[config.mk]
export PLATFORM = sky130hd
export DESIGN_NAME = shift_add_multiplier
export DESIGN_NICKNAME = d
export VERILOG_FILES = /design/src/rtl/mul_defs_pkg.sv /design/src/rtl/adder.sv /design/src/rtl/shift_add_multiplier.sv
export SDC_FILE = /design/constraint.sdc
export NUM_CORES = 1
export LEC_CHECK = 0
export ABC_AREA = 1
export CORE_MARGIN = 4
export CORE_UTILIZATION = 35
export CTS_CLUSTER_DIAMETER = 60
export DETAILED_ROUTE_END_ITERATION = 10
export SLEW_MARGIN = 15
export SYNTH_ARGS = -nofsm -noshare
export SYNTH_HDL_FRONTEND = slang
export SYNTH_HIERARCHICAL = 1
export SYNTH_SLANG_ARGS = --single-unit
[constraint.sdc]
create_clock -name clk -period 4.59 [get_ports clk]
set_input_delay 0.6885 -clock clk [delete_from_list [all_inputs] [get_ports clk]]
set_output_delay 0.6885 -clock clk [all_outputs]
set_load 0.01 [all_outputs]
[src/rtl/mul_defs_pkg.sv]
// -----------------------------------------------------------------------------
// mul_defs_pkg
//   Definitions shared by the shift-and-add multiplier:
//     - state_e   : FSM state encodings (IDLE / RUN / DONE; 2'b11 unused)
//     - cnt_width : width of the iteration counter, clog2(BITS+1), wide
//                   enough to hold the value BITS itself.
// -----------------------------------------------------------------------------
package mul_defs_pkg;

    typedef enum logic [1:0] {
        ST_IDLE = 2'b00,
        ST_RUN  = 2'b01,
        ST_DONE = 2'b10
    } state_e;

    function automatic int cnt_width(input int bits);
        return $clog2(bits + 1);
    endfunction

endpackage : mul_defs_pkg

[src/rtl/adder.sv]
// -----------------------------------------------------------------------------
// adder
//   Combinational BITS-wide adder with carry in/out.
//   Ports:
//     a, b  [BITS] : operands
//     cin   [1]    : carry in
//     sum   [BITS] : a + b + cin, low BITS bits
//     cout  [1]    : carry out of the MSB
// -----------------------------------------------------------------------------
module adder #(
    parameter int BITS = 16
) (
    input  logic [BITS-1:0] a,
    input  logic [BITS-1:0] b,
    input  logic            cin,
    output logic [BITS-1:0] sum,
    output logic            cout
);

    assign {cout, sum} = {1'b0, a} + {1'b0, b} + {{BITS{1'b0}}, cin};

endmodule : adder

[src/rtl/shift_add_multiplier.sv]
// -----------------------------------------------------------------------------
// shift_add_multiplier
//   Sequential unsigned BITS x BITS multiplier, radix-2 shift-and-add, one
//   iteration per clock. The external adder forms A + (Q[0] ? M : 0); its
//   carry-out becomes the new MSB when {C,S,Q} is shifted right by one.
//   Ports:
//     clk      [1]      : rising-edge clock
//     rst_n    [1]      : asynchronous active-low reset
//     start    [1]      : request, sampled only in IDLE
//     a        [BITS]   : multiplicand, captured on accepted start
//     b        [BITS]   : multiplier, captured on accepted start
//     busy     [1]      : high while iterating (RUN)
//     done     [1]      : one-cycle pulse, product is new and valid
//     product  [2*BITS] : registered result, updated only on entry to DONE
// -----------------------------------------------------------------------------
module shift_add_multiplier
    import mul_defs_pkg::*;
#(
    parameter int BITS = 16
) (
    input  logic              clk,
    input  logic              rst_n,
    input  logic              start,
    input  logic [BITS-1:0]   a,
    input  logic [BITS-1:0]   b,
    output logic              busy,
    output logic              done,
    output logic [2*BITS-1:0] product
);

    localparam int CNT_W = cnt_width(BITS);

    state_e              state_q,   state_d;
    logic [BITS-1:0]     m_q,       m_d;
    logic [BITS-1:0]     acc_q,     acc_d;
    logic [BITS-1:0]     q_q,       q_d;
    logic [CNT_W-1:0]    cnt_q,     cnt_d;
    logic [2*BITS-1:0]   product_q, product_d;

    logic [BITS-1:0]     addend;
    logic [BITS-1:0]     sum;
    logic                cout;
    logic [2*BITS-1:0]   shifted;

    // Partial-product add: only add the multiplicand when the current
    // multiplier LSB is set.
    assign addend = q_q[0] ? m_q : '0;

    adder #(
        .BITS (BITS)
    ) u_adder (
        .a    (acc_q),
        .b    (addend),
        .cin  (1'b0),
        .sum  (sum),
        .cout (cout)
    );

    // {C,S,Q} right-shifted by one; cout lands in the MSB so the full
    // 2*BITS product stays exact, including (2^BITS-1)^2.
    assign shifted = {cout, sum, q_q[BITS-1:1]};

    always_comb begin
        // NOTE: every next-state signal gets a hold default first, so no path
        // through the case below leaves one unassigned (which would infer a latch).
        state_d   = state_q;
        m_d       = m_q;
        acc_d     = acc_q;
        q_d       = q_q;
        cnt_d     = cnt_q;
        product_d = product_q;

        unique case (state_q)
            ST_IDLE: begin
                if (start) begin
                    m_d     = a;
                    q_d     = b;
                    acc_d   = '0;
                    cnt_d   = CNT_W'(BITS);
                    state_d = ST_RUN;
                end
            end
            ST_RUN: begin
                {acc_d, q_d} = shifted;
                cnt_d        = cnt_q - CNT_W'(1);
                if (cnt_q == CNT_W'(1)) begin
                    state_d   = ST_DONE;
                    product_d = shifted;
                end
            end
            ST_DONE: begin
                state_d = ST_IDLE;
            end
            default: begin
                // Unused encoding: recover to IDLE on the next edge.
                state_d = ST_IDLE;
            end
        endcase
    end

    // NOTE: sequential state uses non-blocking assignments so every register
    // samples the pre-edge values, regardless of statement order.
    always_ff @(posedge clk or negedge rst_n) begin
        if (!rst_n) begin
            state_q   <= ST_IDLE;
            m_q       <= '0;
            acc_q     <= '0;
            q_q       <= '0;
            cnt_q     <= '0;
            product_q <= '0;
        end else begin
            state_q   <= state_d;
            m_q       <= m_d;
            acc_q     <= acc_d;
            q_q       <= q_d;
            cnt_q     <= cnt_d;
            product_q <= product_d;
        end
    end

    // Decoded straight from the state register, so both fall to 0 the instant
    // reset is asserted and the unused encoding drives neither.
    assign busy    = (state_q == ST_RUN);
    assign done    = (state_q == ST_DONE);
    assign product = product_q;

endmodule : shift_add_multiplier

-- Word-level counts from Yosys, hierarchy flattened
Index checks and enable logic that the tools add are counted.
- flip-flop bits (word level): 87
- input port bits: 35
- output and inout bits: 34
- word-level logic and storage cells: 29
- add/sub/neg operators: 2
- equal/unequal tests: 5
- multiplexer cells: 10
- reductions and logical operators: 6
- operator list (kind ; count):
    16-bit case mux with 2 select lines ; 2
    16-bit 2-to-1 mux ; 3
    16-bit by 16-bit adder with 17-bit output ; 1
    5-bit case mux with 2 select lines ; 1
    2-bit AND reduction ; 4
    5-bit by 1-bit equality test with 1-bit output, second input constant ; 1
    5-bit 2-to-1 mux ; 1
    5-bit by 1-bit subtractor with 5-bit output, second input constant ; 1
    2-bit 2-to-1 mux ; 2
    2-bit case mux with 2 select lines ; 1
    2-bit by 1-bit equality test with 1-bit output, second input constant ; 1
    2-bit equality test, second input constant ; 1
    2-bit zero test ; 1
    2-bit by 1-bit inequality test with 1-bit output, second input constant ; 1
    2-bit inequality test, second input constant ; 1
    2-bit nonzero test ; 1

-- Logic depth before layout (Yosys ltp)
Gate-level depths: netlist of run 1.
- depth in word-level cells: 3
- depth in mapped cells: 15
- gate-level depth less buffers: 14

-- Modules after synthesis
Netlist of run 1, hierarchy kept.
- by module, submodules not included (module ; times used ; cells an instance ; area an instance (um^2) ; sequential area each (um^2)):
    shift_add_multiplier ; 1 ; 443 ; 3743.6 ; 2177.1
    adder ; 1 ; 184 ; 985.9 ; 0.0

-- Worst setup path before layout of run 1
No wires, ideal clock.
- path type: register to register
- start: reg q_q[0]
- end: reg product_q[23] (netlist: product[23])
- library setup time: 0.117 ns
- arrival time: 2.054 ns
- data required time: 4.473 ns
- slack: 2.420 ns
- cell stages (with the launch flop): 14
- path buffers: 1
- period minus slack after synthesis: 2.170 ns
- cell sequence: dfrtp_1 -> clkbuf_1 -> nand2_1 -> inv_1 -> fa_1 -> fa_1 -> nand2_1 -> nand2_1 -> and2_4 -> nand2_1 -> nand2_1 -> xor2_1 -> nand3_1 -> nand2_1
- longest elaborated chain between the ends: 2
- ends and longest elaborated chain (element ; RTL line ; text):
    start: declaration ; shift_add_multiplier.sv:36 ; logic [BITS-1:0] q_q, q_d;
    start signal: assignment ; shift_add_multiplier.sv:115 ; q_q <= q_d;
    16-bit 2-to-1 mux ; shift_add_multiplier.sv:47 ; assign addend = q_q[0] ? m_q : '0;
    via addend[0] ; shift_add_multiplier.sv:40 ; logic [BITS-1:0] addend;
    16-bit by 16-bit adder with 17-bit output ; adder.sv:20 ; assign {cout, sum} = {1'b0, a} + {1'b0, b} + {{BITS{1'b0}}, cin};
    via sum[8] ; shift_add_multiplier.sv:41 ; logic [BITS-1:0] sum;
    end signal: assignment ; shift_add_multiplier.sv:117 ; product_q <= product_d;
    end: declaration ; shift_add_multiplier.sv:38 ; logic [2*BITS-1:0] product_q, product_d;
The timed path passes the listed nets, and every way through them passes these cells.
A chain may end at the register's enable or synchronous reset.

-- Final worst setup path of run 1
- start: reg state_q[1]
- end: out busy
- longest elaborated chain between the ends: 1
- ends and longest elaborated chain (element ; RTL line ; text):
    start: declaration ; shift_add_multiplier.sv:33 ; state_e state_q, state_d;
    start signal: assignment ; shift_add_multiplier.sv:112 ; state_q <= state_d;
    2-bit by 1-bit equality test with 1-bit output ; shift_add_multiplier.sv:123 ; assign busy = (state_q == ST_RUN);
    end: declaration ; shift_add_multiplier.sv:26 ; output logic busy,
Every way passes these cells.

==> results of run 1 <==
-- layout make-up --
class / count / area (um2) / share of cell area
repair buffers: 70 / 696.9 / 0.1206
clock inverters: 6 / 68.82 / 0.01191
multi-input cells: 451 / 2138 / 0.3700
inverters: 63 / 239.0 / 0.04135
well taps: 176 / 220.2 / 0.03810
flip-flops and latches: 87 / 2177 / 0.3767
clock buffers: 10 / 239.0 / 0.04135
-- sequential cells by signal (all words and copies together), names as in the netlist --
register and cells:
product 32, acc_q 16, m_q 16, q_q 16, cnt_q 5, state_q 2
-- worst max-delay path: cells and delay by family (launching register included) --
family	cells	cell delay, ns
buffers and inverters	3	1.37
AND/OR/NAND/NOR	1	0.27
flip-flops	1	0.38
-- routing by layer --
layer  global-route usage  wire length (um)  vias to the layer above
met5                    0                 0                        -
met4              0.03482               112                        0
met3              0.04296               497                       10
met2               0.2538              5383                       74
met1               0.2104              5509                     1914
li1                     -                 -                     2052
-- cell families (layout without fill, tap and decap cells) --
kind of cell,Yosys count,count (layout),share of synthesized area
XOR/XNOR,7,7,0.01296
other,1,1,0.0007929
flip-flops,87,87,0.4603
AO/OA/AOI/OAI,12,12,0.01349
buffers and inverters,89,149,0.08757
AND/OR/NAND/NOR,412,412,0.3714
adder cells (fa/ha/maj),19,19,0.05344
-- where the power goes --
group / internal (W) / leakage, nW / switching [W]
sequential: 0.00111 / 1.10 / 0.000226
clock: 0.000439 / 0.149 / 0.000314
combinational: 0.000653 / 1.91 / 0.000922
-- metrics by stage --
| step | setup WS (ns) | total power, W |
|---|---|---|
| floorplan | 2.420 | 0.002393 |
| global placement | 1.808 | 0.002886 |
| detailed placement | 1.726 | 0.002925 |
| CTS | 1.488 | 0.003699 |
| global route | 1.388 | 0.003993 |
| finish | 1.513 | 0.003662 |
-- layout by cell type, fill, tap and decap left out, types with 2 or more instances in the layout --
cell type and n:
sky130_fd_sc_hd__nor2_1 17, sky130_fd_sc_hd__nand3b_1 2, sky130_fd_sc_hd__ha_1 17, sky130_fd_sc_hd__nand3_1 91, sky130_fd_sc_hd__a21oi_1 8, sky130_fd_sc_hd__clkinv_4 2, sky130_fd_sc_hd__clkbuf_16 9, sky130_fd_sc_hd__clkdlybuf4s50_1 67
sky130_fd_sc_hd__or2_1 2, sky130_fd_sc_hd__o21ai_0 2, sky130_fd_sc_hd__dfrtp_1 87, sky130_fd_sc_hd__xor2_1 6, sky130_fd_sc_hd__inv_2 3, sky130_fd_sc_hd__nor3_1 2, sky130_fd_sc_hd__nand2_2 11, sky130_fd_sc_hd__nand2_1 278
sky130_fd_sc_hd__fa_1 2, sky130_fd_sc_hd__nand3_2 2, sky130_fd_sc_hd__nor3_2 3, sky130_fd_sc_hd__buf_4 2, sky130_fd_sc_hd__inv_1 59
-- path summary, 6_finish.rpt --
path,slack (ns),end,cells past startpoint,start
worst max-delay path,1.51,busy,4,state_q[1]
worst min-delay path,0.41,product[9],1,rst_n
worst max register to register,1.96,product[29],14,q_q[0]
worst min register to register,0.47,product[14],2,product[14]
max in group asynchronous,3.65,acc_q[6],1,rst_n
min in group clk,0.47,product[14],2,product[14]
==> results by stage, run 1 <==
Outcome:
- The flow ran to the end, and the final reports show no timing, DRC or antenna violations.

Floorplanning:
- The floorplan die area is 15440 um2.
- After floorplanning, the core was sized to cover 13240 um2.
- The initial cell density of the core is 0.3571.
- The die width is 124.2 um.
- The initialized floorplan defines 42 standard-cell rows.
- The top-level I/O count is 69.
- The die height is 124.2 um.

Yosys:
- The number of instances in the synthesized netlist is 627.
- Counting flops and latches in the post-synthesis netlist gives 87.
- The number of enable flip-flop cells after synthesis is 0.
- By count the netlist is led by 278 x sky130_fd_sc_hd__nand2_1, 91 x sky130_fd_sc_hd__nand3_1, 87 x sky130_fd_sc_hd__dfrtp_1.
- The number of distinct library cells after synthesis is 30.
- Of the post-synthesis cell area, the dominant cell type holds 0.4603.
- The predominant post-synthesis flop cell is sky130_fd_sc_hd__dfrtp_1.
- The mapped cell area is 4730 um2.
- The largest total area in the synthesized netlist belongs to sky130_fd_sc_hd__dfrtp_1.
- For this run, the register share of the synthesized area comes to 0.4603.
- After synthesis, the cell types taking the most area are sky130_fd_sc_hd__dfrtp_1 46%, sky130_fd_sc_hd__nand2_1 22%, sky130_fd_sc_hd__nand3_1 9.6%.
- The synthesized area divided by synthesized cell count is 7.543 um2.
- The number of nets in the synthesized netlist is 681.
- The most frequently used cell type in the post-synthesis netlist is sky130_fd_sc_hd__nand2_1.
- Counting flops with an async set or reset pin after synthesis yields a share of 1.000.
- During synthesis, Yosys emitted a total of 6 warnings.

Clocking:
- In this run the post-CTS setup repair buffer count came out at 0.
- Clock-pin slew was measured on the worst setup and hold paths at 0.07 ns.
- CTS saw 87 sinks.
- The H-tree was split into 3 levels.
- Clock tree synthesis inserted a total of 9 buffers.
- The number of buffers inserted by hold repair at cts is 0.
- For the worst-skew pair, the clock arrives at the later sink with an insertion delay of 0.35 ns.
- The clock passes through at most 2 buffers.
- The number of gates resized after cts is 0.
- The CTS root buffer is sky130_fd_sc_hd__clkbuf_16.
- The TritonCTS clock tree is yes.

Finish:
- The number of cells in the finished layout apart from fillers is 863.
- The filler cells instantiated in the layout total 1349.
- 0 antenna diodes ended up in the layout.
- For this run, the share of the core covered by cells in the final layout is 0.4364.
- Summing all non-filler instances in the final layout gives an area of 5779 um2.
- The fraction of final layout cells with drive strength greater than 1 is 0.06114.
- The signed area change from the synthesized netlist to the final layout is 22.20%.
- The net count of the finished layout is 736.

Route:
- The total wire length is 11500 um.
- In the routed design, unresolved DRC markers number 0.
- The number of violations reported at the end of detailed-routing iteration 0 is 221.
- The routed via count is 4050.
- The average wire length per cell after detail routing is 13.33 um.
- Once detail routing completed, the nets flagged for antenna violations numbered 0.
- The number of iterations in the first detailed-routing pass is 5.
- Dividing the detail-routed via count by the number of cells gives 4.693.

Placement:
- After detailed placement, the total cell area comes to 5468 um2.
- Including well taps, the total number of placed cells is 847.
- The weighted congestion at the end of routability-driven global placement is 0.8641.
- Port buffering added 68 buffers.
- The half-perimeter wire length after detailed placement is 7818 um.

Job:
- The max-cap violation count is 0.

Global route:
- The total overflow left after global routing is 0.
- The initial antenna violation count is 0.
- The via count of the first global-routing pass came to 3998.
- The global router's overall resource usage is 0.1567.
- Entering global routing, the biggest net connects 88 pins.
- The first global-routing pass estimated 20040 um of wire.

Timing:
- The worst pin sits at a relative slew slack of 0.3318.
- Setup violations remaining at the end of the flow were counted as 0.
- Dividing the final minimum period by the clock period gives 0.6703.
- The clock period minus worst slack is 3.077 ns.
- In the final timing run, aggregate negative setup slack is 0 ns.
- The number of max-slew violations in the final report is 0.
- Hold timing on the final database bottoms out at a slack of 0.4051 ns.
- Setup repair after global routing left no endpoint under its margin.
- The top achievable clock speed is 325.0 MHz.
- The number of endpoints with negative hold slack in the final report came to 0.
- The actual transition at the worst max-transition pin is 1.001 ns.
- The clock arrives with 0.009689 ns of skew.

Worst setup path:
- The type of destination of the critical path is an output pin.
- The critical path's largest stage delay is 0.67 ns.
- The setup path with the least slack is of type flop to output pin.
- Data on the critical path arrives at its endpoint at 2.39 ns.
- Walking the worst path, the cells encountered are inv_2, nand2_4, inv_4, clkdlybuf4s50_1.
- The largest fanout of any net on the critical path is 68.
- STA puts the critical path data required time at 3.90 ns.
- The worst setup path is launched from a flop.
- The slowest stage of the critical path is the sky130_fd_sc_hd__clkdlybuf4s50_1 cell.

Worst hold path:
- The path class of the tightest hold or removal check is primary input to asynchronous set/reset pin.

Power:
- The analysis attributes to cell leakage a power of 3.160 nW.
- The worst-case IR drop observed on VDD is 0.2472 mV.
- The power per cell area is 633.7 nW/um2.
No activity file was read; power rests on OpenSTA's default activity.
==> run 2: changes to the inputs <==
clock period = 2.45 ns   (was 4.59 ns; I/O delays follow)
==> run 2 against run 1 <==
  * The flow now finishes with violations (hold timing)
  * Clock skew shrank 0.0011 ns
  * Sequential power grew 86%
  * Via count grew 3.0%
  * Cell area grew 2.1%
  * Count of clock-buffer cells in the layout is the same
==> results by stage, run 2 (synthesized netlist as in run 1, its figures left out) <==
Timing:
- The worst path needs 2.168 ns of the cycle, external delays included.
- Based on the critical path, the design can be clocked at up to 461.2 MHz.
- The share of the clock period used by the worst path is 0.8850.
- The number of max-slew violations in the final report is 0.
- Setup violations remaining at the end of the flow were counted as 0.
- Setup repair after global routing left no endpoint under its margin.
- The number of endpoints with negative hold slack in the final report is 1.
- The actual transition at the worst max-transition pin is 0.5442 ns.
- Setup total negative slack on the finished layout was measured at 0 ns.
- Hold timing on the final database bottoms out at a slack of -0.002058 ns.
- The setup clock skew after layout is 0.008575 ns.
- In the post-route analysis, the smallest setup slack over all paths is 0.2817 ns.
- Headroom to the max-slew limit came out at 0.6372.

Global route:
- After global routing the overflow that remains totals 0.
- Entering global routing, the biggest net connects 52 pins.
- The via count of the first global-routing pass is 4119.
- The first global-routing pass estimated 20620 um of wire.
- The initial antenna violation count is 0.
- For this run, the total global-route usage over all layers was measured as 0.1626.

Clocking:
- The clock latency at the later pin of the worst-skew pair is 0.35 ns.
- In this run the post-CTS setup repair buffer count came out at 0.
- The number of sinks driven by the clock tree is 87.
- The tree is rooted in a sky130_fd_sc_hd__clkbuf_16.
- The H-tree was split into 3 levels.
- For this design, the CTS-stage hold fixing added 0 buffers.
- The number of gates resized after cts is 0.
- The TritonCTS clock tree is yes.
- The number of clock buffers inserted by TritonCTS is 9.
- After clock tree synthesis, the clock-pin slew on the worst setup and hold paths is 0.07 ns.
- The longest clock path from root to sink contains 2 buffers.

Outcome:
- The final reports fail on hold timing.
- The run finished, with violations left.

Power:
- For this design the static power due to leakage is 3.226 nW.
- The power per cell area is 1202 nW/um2.
- The clock share of power is 0.214.
- The switching power as a share of total power is 0.3949.
- The internal power component is 0.004288 W.
- The worst-case IR drop observed on VDD is 0.5275 mV.
- The reported net switching power is 0.002799 W.
- The sequential group share of total power is 0.350.
- The combinational fraction of design power is 0.436.

Floorplanning:
- The initial cell density of the core is 0.3571.
- The number of core rows is 42.
- The die is 124.2 um tall.
- The top-level I/O count is 69.
- The placeable core area is 13240 um2.
- The die width is 124.2 um.
- The die covers 15440 um2.

Worst setup path:
- The critical path class is flop to flop.
- The largest fanout of any net on the critical path is 3.
- The critical path data required time is 2.73 ns.
- STA classifies the critical path endpoint as a flop.
- The depth of the worst register-to-register path is 12.
- The worst setup path is launched from a flop.
- STA puts the critical path data arrival time at 2.45 ns.

Finish:
- The number of antenna cells inserted is 0.
- The most frequent standard cell in the layout excluding fill and tap cells is sky130_fd_sc_hd__nand2_1.
- The net count of the finished layout is 746.
- From synthesis to final layout, the design area changed by 24.71%.
- After filler insertion, the fill cell instance count of the layout stands at 1349.
- The register with the most flip-flops in the layout has 32 of them.
- The fraction of final layout cells with drive strength greater than 1 is 0.07461.
- The number of cells in the finished layout apart from fillers is 873.
- The top cell types in the final layout, fill and taps aside, are 278 x sky130_fd_sc_hd__nand2_1, 91 x sky130_fd_sc_hd__nand3_1, 87 x sky130_fd_sc_hd__dfrtp_1, 67 x sky130_fd_sc_hd__clkdlybuf4s50_1, 59 x sky130_fd_sc_hd__inv_1.

Route:
- The routed via count is 4171.
- In the routed layout, each cell is associated on average with a via count of 4.778.
- The number of nets still failing antenna checks after routing is 0.
- After detailed routing, the number of remaining DRC violations is 0.
- Before antenna repair, the detailed router went through 5 iterations.
- After detailed routing, the total wire length is 11920 um.
- The average wire length per cell after detail routing is 13.65 um.
- The detailed router finished its first iteration with 328 violations.

Job:
- The tool flagged a number of max-cap violations equal to 0.

Placement:
- The number of instances in the placed design is 857.
- The weighted congestion at the end of routability-driven global placement is 0.8485.
- The number of port buffers is 68.
- The pre-CTS setup slack is 0.2781 ns.
- Detailed placement ended at an HPWL of 8498 um.

Worst hold path:
- The class of the most critical hold timing path is primary input to asynchronous set/reset pin.
[run 2: power by group through the flow]
stage,logic [W],registers [W],clock network [W]
6_report,0.00309,0.00248,0.00152
5_1_grt,0.00352,0.00256,0.00162
4_1_cts,0.00314,0.00249,0.00157
3_5_place_dp,0.00312,0.00250,0
3_3_place_gp,0.00305,0.00248,0
2_1_floorplan,0.00197,0.00252,0
[run 2: through the flow]
step	cell area [um2]	utilization	power (W)
floorplan	4730	-	0.004484
global placement	5568	0.4204	0.005534
detailed placement	5568	0.4204	0.005624
CTS	5898	0.4454	0.007192
global route	5898	0.4454	0.007709
finish	5898	0.4454	0.007087
[run 2: per-layer routing]
metal | part of all wire | GRT usage | up-vias
li1 | - | - | 2078
met1 | 0.47 | 0.2185 | 1975
met2 | 0.46 | 0.2519 | 103
met3 | 0.058 | 0.04467 | 15
met4 | 0.018 | 0.05932 | 0
met5 | 0 | 0 | -
[run 2: final cells by class]
class / count / area, um2 / area share
clock buffers: 10 / 239.0 / 0.04052
clock inverters: 6 / 91.34 / 0.01549
inverters: 63 / 239.0 / 0.04052
multi-input cells: 451 / 2138 / 0.3625
flip-flops and latches: 87 / 2177 / 0.3691
well taps: 176 / 220.2 / 0.03734
repair buffers: 80 / 793.3 / 0.1345
[run 2: path summary, 6_finish.rpt]
| check | from | endpoint | slack, ns |
|---|---|---|---|
| min in group clk | product[16] | product[16] | 0.47 |
| max reg2reg | m_q[0] | product[23] | 0.28 |
| min reg2reg | product[16] | product[16] | 0.47 |
| min | rst_n | product[11] | -0.002 |
| max | m_q[0] | product[23] | 0.28 |
| max in group asynchronous | rst_n | m_q[6] | 1.80 |
[run 2: worst max-delay path: stages (launching register included)]
cell and delay, ns:
sky130_fd_sc_hd__dfrtp_1 0.38, sky130_fd_sc_hd__nand2_1 0.06, sky130_fd_sc_hd__inv_1 0.05, sky130_fd_sc_hd__fa_1 0.42
sky130_fd_sc_hd__fa_1 0.41, sky130_fd_sc_hd__nand2_1 0.09, sky130_fd_sc_hd__nand2_1 0.07, sky130_fd_sc_hd__and2_4 0.16
sky130_fd_sc_hd__nand2_1 0.05, sky130_fd_sc_hd__nand2_1 0.05, sky130_fd_sc_hd__xor2_1 0.18, sky130_fd_sc_hd__nand3_1 0.10
sky130_fd_sc_hd__nand2_1 0.09
==> run 3: changes to the inputs <==
CTS_CLUSTER_DIAMETER = unset   (was 60)
RECOVER_POWER = 25   (was unset)
==> run 3 against run 2 <==
  * The run now ends clean
  * Wire length is essentially flat
  * Hold slack gained 0.18 ns
  * Flip-flop and latch count is the same
  * Utilization shrank 0.13 points
  * Sequential power is essentially flat
  * Combinational power is essentially flat
  * Critical path depth is the same
  * Non-clock buffer count is the same
  * Critical endpoint unchanged
  * Highest routed layer unchanged
==> results by stage, run 3 (synthesized netlist as in run 1, its figures left out) <==
Route:
- The via-per-instance ratio is 4.773.
- The routed via count is 4167.
- After detailed routing, the number of remaining DRC violations is 0.
- The detail route stage leaves a number of antenna-violating nets equal to 0.
- After detailed routing, the average wire length per cell comes to 13.66 um.
- The total wire length is 11920 um.
- The number of violations reported at the end of detailed-routing iteration 0 is 329.
- Before antenna repair, the detailed router went through 6 iterations.

Timing:
- Setup repair after global routing left no endpoint under its margin.
- Setup violations remaining at the end of the flow were counted as 0.
- The sum of negative setup slack is 0 ns.
- The actual transition at the worst max-transition pin is 1.198 ns.
- Dividing the final minimum period by the clock period gives 0.8848.
- The setup clock skew after layout is 0.008635 ns.
- For this run, the top clock speed supported by timing is 461.3 MHz.
- The number of endpoints with negative hold slack in the final report is 0.
- The final worst slack is 0.2823 ns.
- For the finished layout, the period the worst path requires is 2.168 ns.
- The number of max-slew violations in the final report is 0.
- Headroom to the max-slew limit came out at 0.2013.

Floorplanning:
- The placeable core area is 13240 um2.
- The die height is 124.2 um.
- The initial cell density of the core is 0.3571.
- The initialized floorplan defines 42 standard-cell rows.
- Pin placement for this block handled 69 I/O pins.
- The die width is 124.2 um.
- The floorplan die area is 15440 um2.

Worst setup path:
- The critical path data required time is 2.73 ns.
- The worst setup path is launched from a flop.
- The worst-path cell with the longest stage delay is sky130_fd_sc_hd__fa_1.
- The worst setup path is captured at a flop.
- The largest fanout of any net on the critical path is 3.
- Grouping stages by cell kind, the critical path spends the most delay in adder cells.
- The critical path's largest stage delay is 0.42 ns.
- The most frequent cell on the critical path is sky130_fd_sc_hd__nand2_1.
- The number of buffers and inverters on the critical path is 1.
- Data on the critical path arrives at its endpoint at 2.45 ns.
- Traced cell by cell, the critical path runs through nand2_1, inv_1, fa_1, fa_1, nand2_1, nand2_1, and2_4, nand2_1, nand2_1, xor2_1, nand3_1, nand2_1.
- The critical path is of the flop to flop type.

Finish:
- The net count of the finished layout is 746.
- The most frequent standard cell in the layout excluding fill and tap cells is sky130_fd_sc_hd__nand2_1.
- The layout has 1350 filler cells.
- The register with the most flip-flops in the layout has 32 of them.
- At the end of the flow the core is filled with cells to 0.4441.
- The fraction of final layout cells with drive strength greater than 1 is 0.07461.
- The top cell types in the final layout, fill and taps aside, are 278 x sky130_fd_sc_hd__nand2_1, 91 x sky130_fd_sc_hd__nand3_1, 87 x sky130_fd_sc_hd__dfrtp_1, 67 x sky130_fd_sc_hd__clkdlybuf4s50_1, 59 x sky130_fd_sc_hd__inv_1.
- The number of antenna cells inserted is 0.
- The area growth from synthesis to layout is 24.34%.

Clocking:
- In this run, CTS created clock tree buffers numbering 9.
- The CTS root buffer is sky130_fd_sc_hd__clkbuf_16.
- Buffers inserted to repair hold after CTS numbered 0.
- The number of sinks driven by the clock tree is 87.
- The H-tree was split into 3 levels.
- TritonCTS built the clock tree.
- The number of gates resized after cts is 0.
- The clock latency at the later pin of the worst-skew pair is 0.35 ns.
- Clock-pin slew was measured on the worst setup and hold paths at 0.07 ns.
- No sink is reached through more buffers than the 2 on the longest clock path.
- Once the clock tree was built, the setup fixing pass inserted 0 buffers.

Outcome:
- The flow ran to the end, and the final reports show no timing, DRC or antenna violations.

Global route:
- The total overflow left after global routing is 0.
- Entering global routing, the biggest net connects 52 pins.
- The via count of the first global-routing pass is 4119.
- The wire length of the first global-routing pass is 20620 um.
- The initial antenna violation count is 0.
- For this run, the total global-route usage over all layers was measured as 0.1626.

Power:
- Dividing total power by cell area gives a power density of 1204 nW/um2.
- For this design the static power due to leakage is 3.220 nW.
- Across the VDD grid, the largest voltage drop is 0.5275 mV.

Placement:
- The number of port buffers is 68.
- Detailed placement ended at an HPWL of 8498 um.
- The congestion estimate from routability-driven global placement came to 0.8485.
- The pre-CTS setup slack is 0.2781 ns.

Worst hold path:
- The min-delay analysis places its worst path in the category primary input to asynchronous set/reset pin.

Job:
- The max-cap violation count is 0.
-- run 3: cell count changes in the layout (fill, tap and decap cells not counted), sizes merged --
cell and delta:
buf -2, clkbuf +2
-- run 3: layout make-up --
| type | count | area [um2] | area share |
|---|---|---|---|
| Clock inverter | 6 | 91.34 | 0.01553 |
| Clock buffer | 10 | 239.0 | 0.04064 |
| Tap cell | 176 | 220.2 | 0.03745 |
| Inverter | 63 | 239.0 | 0.04064 |
| Sequential cell | 87 | 2177 | 0.3702 |
| Timing Repair Buffer | 80 | 775.7 | 0.1319 |
| Multi-Input combinational cell | 451 | 2138 | 0.3636 |
-- run 3: per-layer routing --
metal,up-vias,share of wire,track usage
li1,2076,-,-
met1,1970,0.47,0.2185
met2,106,0.46,0.2519
met3,15,0.059,0.04467
met4,0,0.018,0.05932
met5,-,0,0
-- run 3: path summary, 6_finish.rpt --
| check | slack (ns) | end | cells past startpoint | from |
|---|---|---|---|---|
| worst max-delay path | 0.28 | product[23] | 12 | m_q[0] |
| worst min-delay path | 0.18 | product[11] | 1 | rst_n |
| worst max register to register | 0.28 | product[23] | 12 | m_q[0] |
| worst min register to register | 0.47 | product[16] | 2 | product[16] |
| max in group asynchronous | 0.53 | m_q[6] | 2 | rst_n |
| min in group clk | 0.47 | product[16] | 2 | product[16] |
-- run 3: stage by stage --
stage | hold slack, ns | instance area, um2 | power, W | instances
2_1_floorplan | 0.07191 | 4730 | 0.004484 | 627
3_3_place_gp | 0.3916 | 5568 | 0.005534 | 857
3_5_place_dp | 0.3948 | 5568 | 0.005624 | 857
4_1_cts | 0.01499 | 5898 | 0.007192 | 873
5_1_grt | 0.2781 | 5881 | 0.007705 | 873
6_report | 0.1769 | 5881 | 0.007081 | 873
-- run 3: where the power goes --
group	internal (W)	switching [W]
registers	0.00208	0.000402
clock network	0.000926	0.000592
logic	0.00128	0.00180
total	0.00428	0.00280
